<file path="src/rtl/pi_cmd_rx.sv">
// Raspberry Pi GPIO command front end: synchronise, debounce, and run the dispense handshake.
// Define PI_CMD_TIMEOUT_EN to add a RUN watchdog of TIMEOUT_CYC cycles.
module pi_cmd_rx #(
  parameter int SYNC_STAGES  = 2,
  parameter int DEBOUNCE_CYC = 1024,
  parameter int TIMEOUT_CYC  = 2000000
) (
  input  logic       clk,
  input  logic       rst,
  input  logic [2:0] pi_mode_i,
  input  logic [1:0] pi_amount_i,
  input  logic       pi_flag_i,
  input  logic       done_i,
  output logic [2:0] mode_o,
  output logic [1:0] amount_o,
  output logic       cmd_valid_o,
  output logic       dispense_o,
  output logic       ack_o,
  output logic       err_o
);
  localparam int CW = $clog2(DEBOUNCE_CYC);

  if (SYNC_STAGES < 2 || SYNC_STAGES > 4 || DEBOUNCE_CYC < 2 || TIMEOUT_CYC < 2) begin : g_param_err
    $error("pi_cmd_rx: illegal parameter value");
  end

  typedef enum logic [1:0] {IDLE, RUN, ACK, REJECT} state_t;

  // Bus layout: [5:3] mode, [2:1] amount, [0] flag
  logic [SYNC_STAGES-1:0][5:0] sync;
  logic [5:0]    synced, synced_q, filt;
  logic [CW-1:0] cnt;
  logic          upd, flag_q, armed, rise, fall, expire;

  assign synced = sync[SYNC_STAGES-1];
  assign upd    = (cnt == CW'(DEBOUNCE_CYC-1)) && (synced == synced_q);

  always_ff @(posedge clk or posedge rst) begin
    if (rst) begin
      sync     <= '0;
      synced_q <= '0;
      cnt      <= '0;
      filt     <= '0;
      flag_q   <= 1'b0;
      armed    <= 1'b0;
    end else begin
      sync[0] <= {pi_mode_i, pi_amount_i, pi_flag_i};
      for (int i = 1; i < SYNC_STAGES; i++) sync[i] <= sync[i-1];
      synced_q <= synced;
      if (synced != synced_q) cnt <= '0;
      else if (cnt != CW'(DEBOUNCE_CYC-1)) cnt <= cnt + CW'(1);
      if (upd) filt <= synced;
      // A flag held high through reset must be seen low before a rise counts
      if (upd && !synced[0]) armed <= 1'b1;
      flag_q <= filt[0];
    end
  end

  assign rise = filt[0] & ~flag_q & armed;
  assign fall = ~filt[0] & flag_q;

  state_t state, state_nx;

`ifdef PI_CMD_TIMEOUT_EN
  localparam int WW = $clog2(TIMEOUT_CYC+1);
  logic [WW-1:0] wd;

  always_ff @(posedge clk or posedge rst) begin
    if (rst)                wd <= '0;
    else if (state != RUN)  wd <= '0;
    else                    wd <= wd + WW'(1);
  end

  assign expire = (wd == WW'(TIMEOUT_CYC-1));
`else
  assign expire = 1'b0;
`endif

  logic [2:0] mode_d;
  logic [1:0] amount_d;
  logic       cv_d, disp_d, ack_d, err_d;

  always_ff @(posedge clk or posedge rst) begin
    if (rst) begin
      state       <= IDLE;
      mode_o      <= '0;
      amount_o    <= '0;
      cmd_valid_o <= 1'b0;
      dispense_o  <= 1'b0;
      ack_o       <= 1'b0;
      err_o       <= 1'b0;
    end else begin
      state       <= state_nx;
      mode_o      <= mode_d;
      amount_o    <= amount_d;
      cmd_valid_o <= cv_d;
      dispense_o  <= disp_d;
      ack_o       <= ack_d;
      err_o       <= err_d;
    end
  end

  // done beats watchdog expiry, which beats an abort by flag fall
  always_comb begin
    state_nx = state;
    case (state)
      IDLE:        if (rise) state_nx = (filt[2:1] == 2'b11) ? REJECT : RUN;
      RUN:         if (done_i)      state_nx = ACK;
                   else if (expire) state_nx = REJECT;
                   else if (fall)   state_nx = IDLE;
      ACK, REJECT: if (!filt[0]) state_nx = IDLE;
      default:     state_nx = IDLE;
    endcase
  end

  always_comb begin
    mode_d   = mode_o;
    amount_d = amount_o;
    cv_d     = 1'b0;
    if (state == IDLE && filt[5:3] != mode_o) begin
      mode_d = filt[5:3];
      cv_d   = 1'b1;
    end
    if (state == IDLE && state_nx == RUN) amount_d = filt[2:1];
    disp_d = (state_nx == RUN);
    ack_d  = (state_nx == ACK);
    err_d  = (state_nx == REJECT);
  end
endmodule

</file>
<file path="config.mk">
export PLATFORM = sky130hd
export DESIGN_NAME = pi_cmd_rx
export DESIGN_NICKNAME = d
export VERILOG_FILES = /design/src/rtl/pi_cmd_rx.sv
export SDC_FILE = /design/constraint.sdc
export NUM_CORES = 1
export LEC_CHECK = 0
export CAP_MARGIN = 15
export CELL_PAD_IN_SITES_DETAIL_PLACEMENT = 0
export CELL_PAD_IN_SITES_GLOBAL_PLACEMENT = 1
export CORE_ASPECT_RATIO = 0.5
export CORE_MARGIN = 2
export CORE_UTILIZATION = 40
export CTS_BUF_LIST = sky130_fd_sc_hd__clkbuf_16
export CTS_CLUSTER_DIAMETER = 150
export DETAILED_ROUTE_END_ITERATION = 10
export PLACE_DENSITY = 0.8
export SLEW_MARGIN = 30
export SYNTH_ARGS = -nofsm -noshare
export SYNTH_HDL_FRONTEND = slang
export SYNTH_SLANG_ARGS = --single-unit
</file>
<file path="constraint.sdc">
create_clock -name clk -period 1.8 [get_ports clk]
set_input_delay 0.45 -clock clk [delete_from_list [all_inputs] [get_ports clk]]
set_output_delay 0.45 -clock clk [all_outputs]
set_load 0.005 [all_outputs]
</file>
==> run metrics <==
storage element area 0.00118 mm^2; Max Cap Viol 0; fraction of the yosys area taken by sequential cells 0.654; adder-cell share of the synthesized area 0.00696; synthesized-area fraction occupied by ao, oa, aoi and oai cells 0.0612; fin crit period 1.68 ns; number of standard-cell rows in the floorplan 17; Clk pwr share 0.426; share of layout cells above drive strength 1 0.171; Cells on Worst Hold Path 0; DPL Wire Length 1940 um; first-pass GRT wire length 5040 um; signal arrival time at the worst endpoint 1.84 ns; GRT Util Overall 0.132; Initial Utilization 0.412; count of buffers from port buffering 17; portion of total power attributed to sequential cells 0.541; type of the most critical hold path reg2reg; buffers inserted by post-CTS timing repair 0; DR vias/cell 4.88; cell with the most instances after synthesis sky130_fd_sc_hd__dfrtp_1; classification of the worst setup path reg2reg; Power per Cell Area 904 mW/mm^2; final critical-path share of the clock period 0.932; H-tree levels 2; setup clock skew after layout 0.00546 ns; Routed wire per std cell 13.1 um; required time worst endpoint 1.97 ns; clock insertion delay at the later pin of the skew report 0.28 ns; number of synthesized flops with an enable pin 0; most area-hungry cell type in the Yosys netlist sky130_fd_sc_hd__dfrtp_1; status finished clean; delay of the slowest cell on the worst path 0.65 ns; flip-flop and latch count after synthesis 47; critical path depth in cells 3; smallest hold slack 0.351 ns; Worst-Margin Slew 0.294 ns; number of placed I/O pins 18; fraction of power consumed by combinational cells 0.033; first-pass detailed-route iteration total 4; combinational family with the most area after synthesis simple AND/OR/NAND/NOR gates; signed area change from the synthesized netlist to the final layout 23.9%; Diodes inserted 0; master cell of the clock root buffer sky130_fd_sc_hd__clkbuf_16; peak supply drop 0.400 mV; setup slack of the worst register-to-register path 0.12 ns; Sw Ratio 0.201; DRC 0; sum of negative setup slack 0 ns; leading post-synthesis cells by instance count sky130_fd_sc_hd__dfrtp_1, sky130_fd_sc_hd__nor2_1, sky130_fd_sc_hd__mux2_2; weighted congestion reported at the end of routability-driven placement 0.746; parity-gate share of the synthesized area counting xor and xnor cells 0.0536; number of warning messages in the yosys log 0; placeable core region 0.00436 mm^2; headroom to the max-slew limit 0.804; TritonCTS sink count 47; fraction of synthesized cell area taken by the top area cell type 0.654; height of the die 51.4 um; worst path buffer plus inverter count 0; proportion of synthesized area in mux cells 0.0800; CTS tree built; Routed Wire Length 2890 um; Gate Count Post-Synth 135; syn avg cell area 13.3 um^2; post-synth cell types 30; cell type of the slowest stage on the worst timing path sky130_fd_sc_hd__or4b_2; fmax 0.596 GHz; top cell family by delay on the critical path simple AND/OR/NAND/NOR gates; final slew viol count 0; DR vias 1078; # hold bufs at CTS 0; worst r2r path cells 3; sequence of cells on the critical path nand3b_1 -> or4b_2 -> mux2_2; DIE AREA 0.00508 mm^2; proportion of register bits with asynchronous set or reset after synthesis 1.00; horizontal extent of the die 98.8 um; kind of launch point of the worst setup path flip-flop; net count of the mapped netlist 145; Critical Path Sink Type flip-flop; critical-path maximum fanout 6; first-iteration detailed-routing DRC count 42; Synth Flop Type sky130_fd_sc_hd__dfrtp_1; unrepaired setup endpoints after global routing no; number of antenna violations at the first check in global routing 0; maximum clock insertion buffer count 2; Multi-input gate area 612 um^2; Int Pwr 1610 uW; simple logic cell fraction of the synthesized area 0.134; Sw Pwr 406 uW; post-detailed-route count of antenna-violating nets 0; Inserted Clock Buffers 5; reported leakage power 0.00103 uW; largest net degree at the start of global routing 48; endpoints failing setup 0; remaining global-route overflow 0; layout filler cell count 367; nets@finish 173; hold violation total from the final report 0; summed instance area of the synthesized netlist 0.00180 mm^2; register clock-pin slew on the reported worst setup and hold paths 0.06 ns; via count of the first global-routing pass 1104; top cells by area, synth sky130_fd_sc_hd__dfrtp_1, sky130_fd_sc_hd__mux2_2, sky130_fd_sc_hd__xor2_1, sky130_fd_sc_hd__nor2_1, sky130_fd_sc_hd__nand3_1
[power by group through the flow]
stage / sequential (uW) / clock, uW / combinational, uW
detailed placement: 1110 / 0 / 64.5
CTS: 1090 / 882 / 67.0
global route: 1090 / 922 / 75.2
global placement: 1110 / 0 / 62.8
floorplan: 1110 / 0 / 31.1
finish: 1090 / 858 / 66.9
[logic make-up after synthesis]
| group | count (synthesis) |
|---|---|
| adder cells (fa/ha/maj) | 1 |
| buffers and inverters | 5 |
| XOR/XNOR | 11 |
| AO/OA/AOI/OAI | 17 |
| AND/OR/NAND/NOR | 41 |
| multiplexers | 13 |
| flip-flops | 47 |
[worst register-to-register path, delay by kind of cell, from the launching register on]
kind	cells	cell delay, ns
multiplexers	1	0.30
AND/OR/NAND/NOR	2	0.84
flip-flops	1	0.43
[layout make-up]
cell class / count / area share
Multi-Input combinational cell: 83 / 0.275
Tap cell: 57 / 0.0320
Timing Repair Buffer: 21 / 0.0955
Inverter: 5 / 0.00842
Sequential cell: 47 / 0.528
Clock buffer: 5 / 0.0561
Clock inverter: 3 / 0.00561
[through the flow]
stage | cell area (um^2) | utilization | power (uW) | setup slack (ns) | std cells
2_1_floorplan | 1800 | - | 1140 | 0.0303 | 135
3_3_place_gp | 2080 | 0.477 | 1170 | 0.0953 | 213
5_1_grt | 2230 | 0.511 | 2090 | 0.0225 | 221
6_report | 2230 | 0.511 | 2010 | 0.123 | 221
4_1_cts | 2220 | 0.509 | 2040 | 0.00827 | 221
3_5_place_dp | 2080 | 0.477 | 1170 | 0.0784 | 213
[repair_timing]
item | 4_1_cts | 5_1_grt
setup endpoints to repair | 0 | 12
gates resized for setup | 0 | 2
endpoints found under the hold margin | 0 | 0
[layout by cell type, fill, tap and decap left out, types with 2 or more instances in the layout]
cell,Yosys,final
sky130_fd_sc_hd__o21ai_0,4,4
sky130_fd_sc_hd__clkbuf_16,0,5
sky130_fd_sc_hd__nand3b_1,2,2
sky130_fd_sc_hd__nor2_1,13,13
sky130_fd_sc_hd__a31oi_1,2,2
sky130_fd_sc_hd__nand2b_1,2,2
sky130_fd_sc_hd__a211oi_1,3,3
sky130_fd_sc_hd__or3_1,3,3
sky130_fd_sc_hd__buf_4,0,3
sky130_fd_sc_hd__dfrtp_1,47,47
sky130_fd_sc_hd__nand3_1,6,6
sky130_fd_sc_hd__clkdlybuf4s50_1,0,17
sky130_fd_sc_hd__a21oi_1,3,3
sky130_fd_sc_hd__and3_1,2,2
sky130_fd_sc_hd__o21bai_1,2,2
sky130_fd_sc_hd__nand2_2,1,2
sky130_fd_sc_hd__mux2_2,11,11
sky130_fd_sc_hd__nor3_1,2,2
sky130_fd_sc_hd__xor2_1,10,10
sky130_fd_sc_hd__nand2_1,4,3
sky130_fd_sc_hd__mux2i_1,2,2
sky130_fd_sc_hd__inv_1,5,6
[path summary, 6_finish.rpt]
kind	from	end
setup / recovery	state[0]$_DFF_PP0_	amount_o[1]$_DFFE_PP0P_
hold / removal	sync[1]$_DFF_PP0_	synced[1]$_DFF_PP0_
setup reg to reg	state[0]$_DFF_PP0_	amount_o[1]$_DFFE_PP0P_
hold reg to reg	sync[1]$_DFF_PP0_	synced[1]$_DFF_PP0_
max in group asynchronous	rst	err_o$_DFF_PP0_
min in group asynchronous	rst	sync[2]$_DFF_PP0_
[per-layer routing]
layer / GRT usage / share of wire / vias to the layer above
met3: 0.0410 / 0.035 / 8
met5: 0 / 0 / -
met2: 0.216 / 0.48 / 14
met1: 0.161 / 0.47 / 531
met4: 0.0616 / 0.022 / 0
li1: - / - / 525
[registers in the layout (all words and copies together) (netlist names)]
| register | cells |
|---|---|
| ack_o | 1 |
| armed | 1 |
| amount_o | 2 |
| filt | 6 |
| err_o | 1 |
| synced | 6 |
| sync | 6 |
| dispense_o | 1 |
| cnt | 10 |
| mode_o | 3 |
| synced_q | 6 |
| cmd_valid_o | 1 |
| state | 2 |
| flag_q | 1 |
No activity file was read; power rests on OpenSTA's default activity.
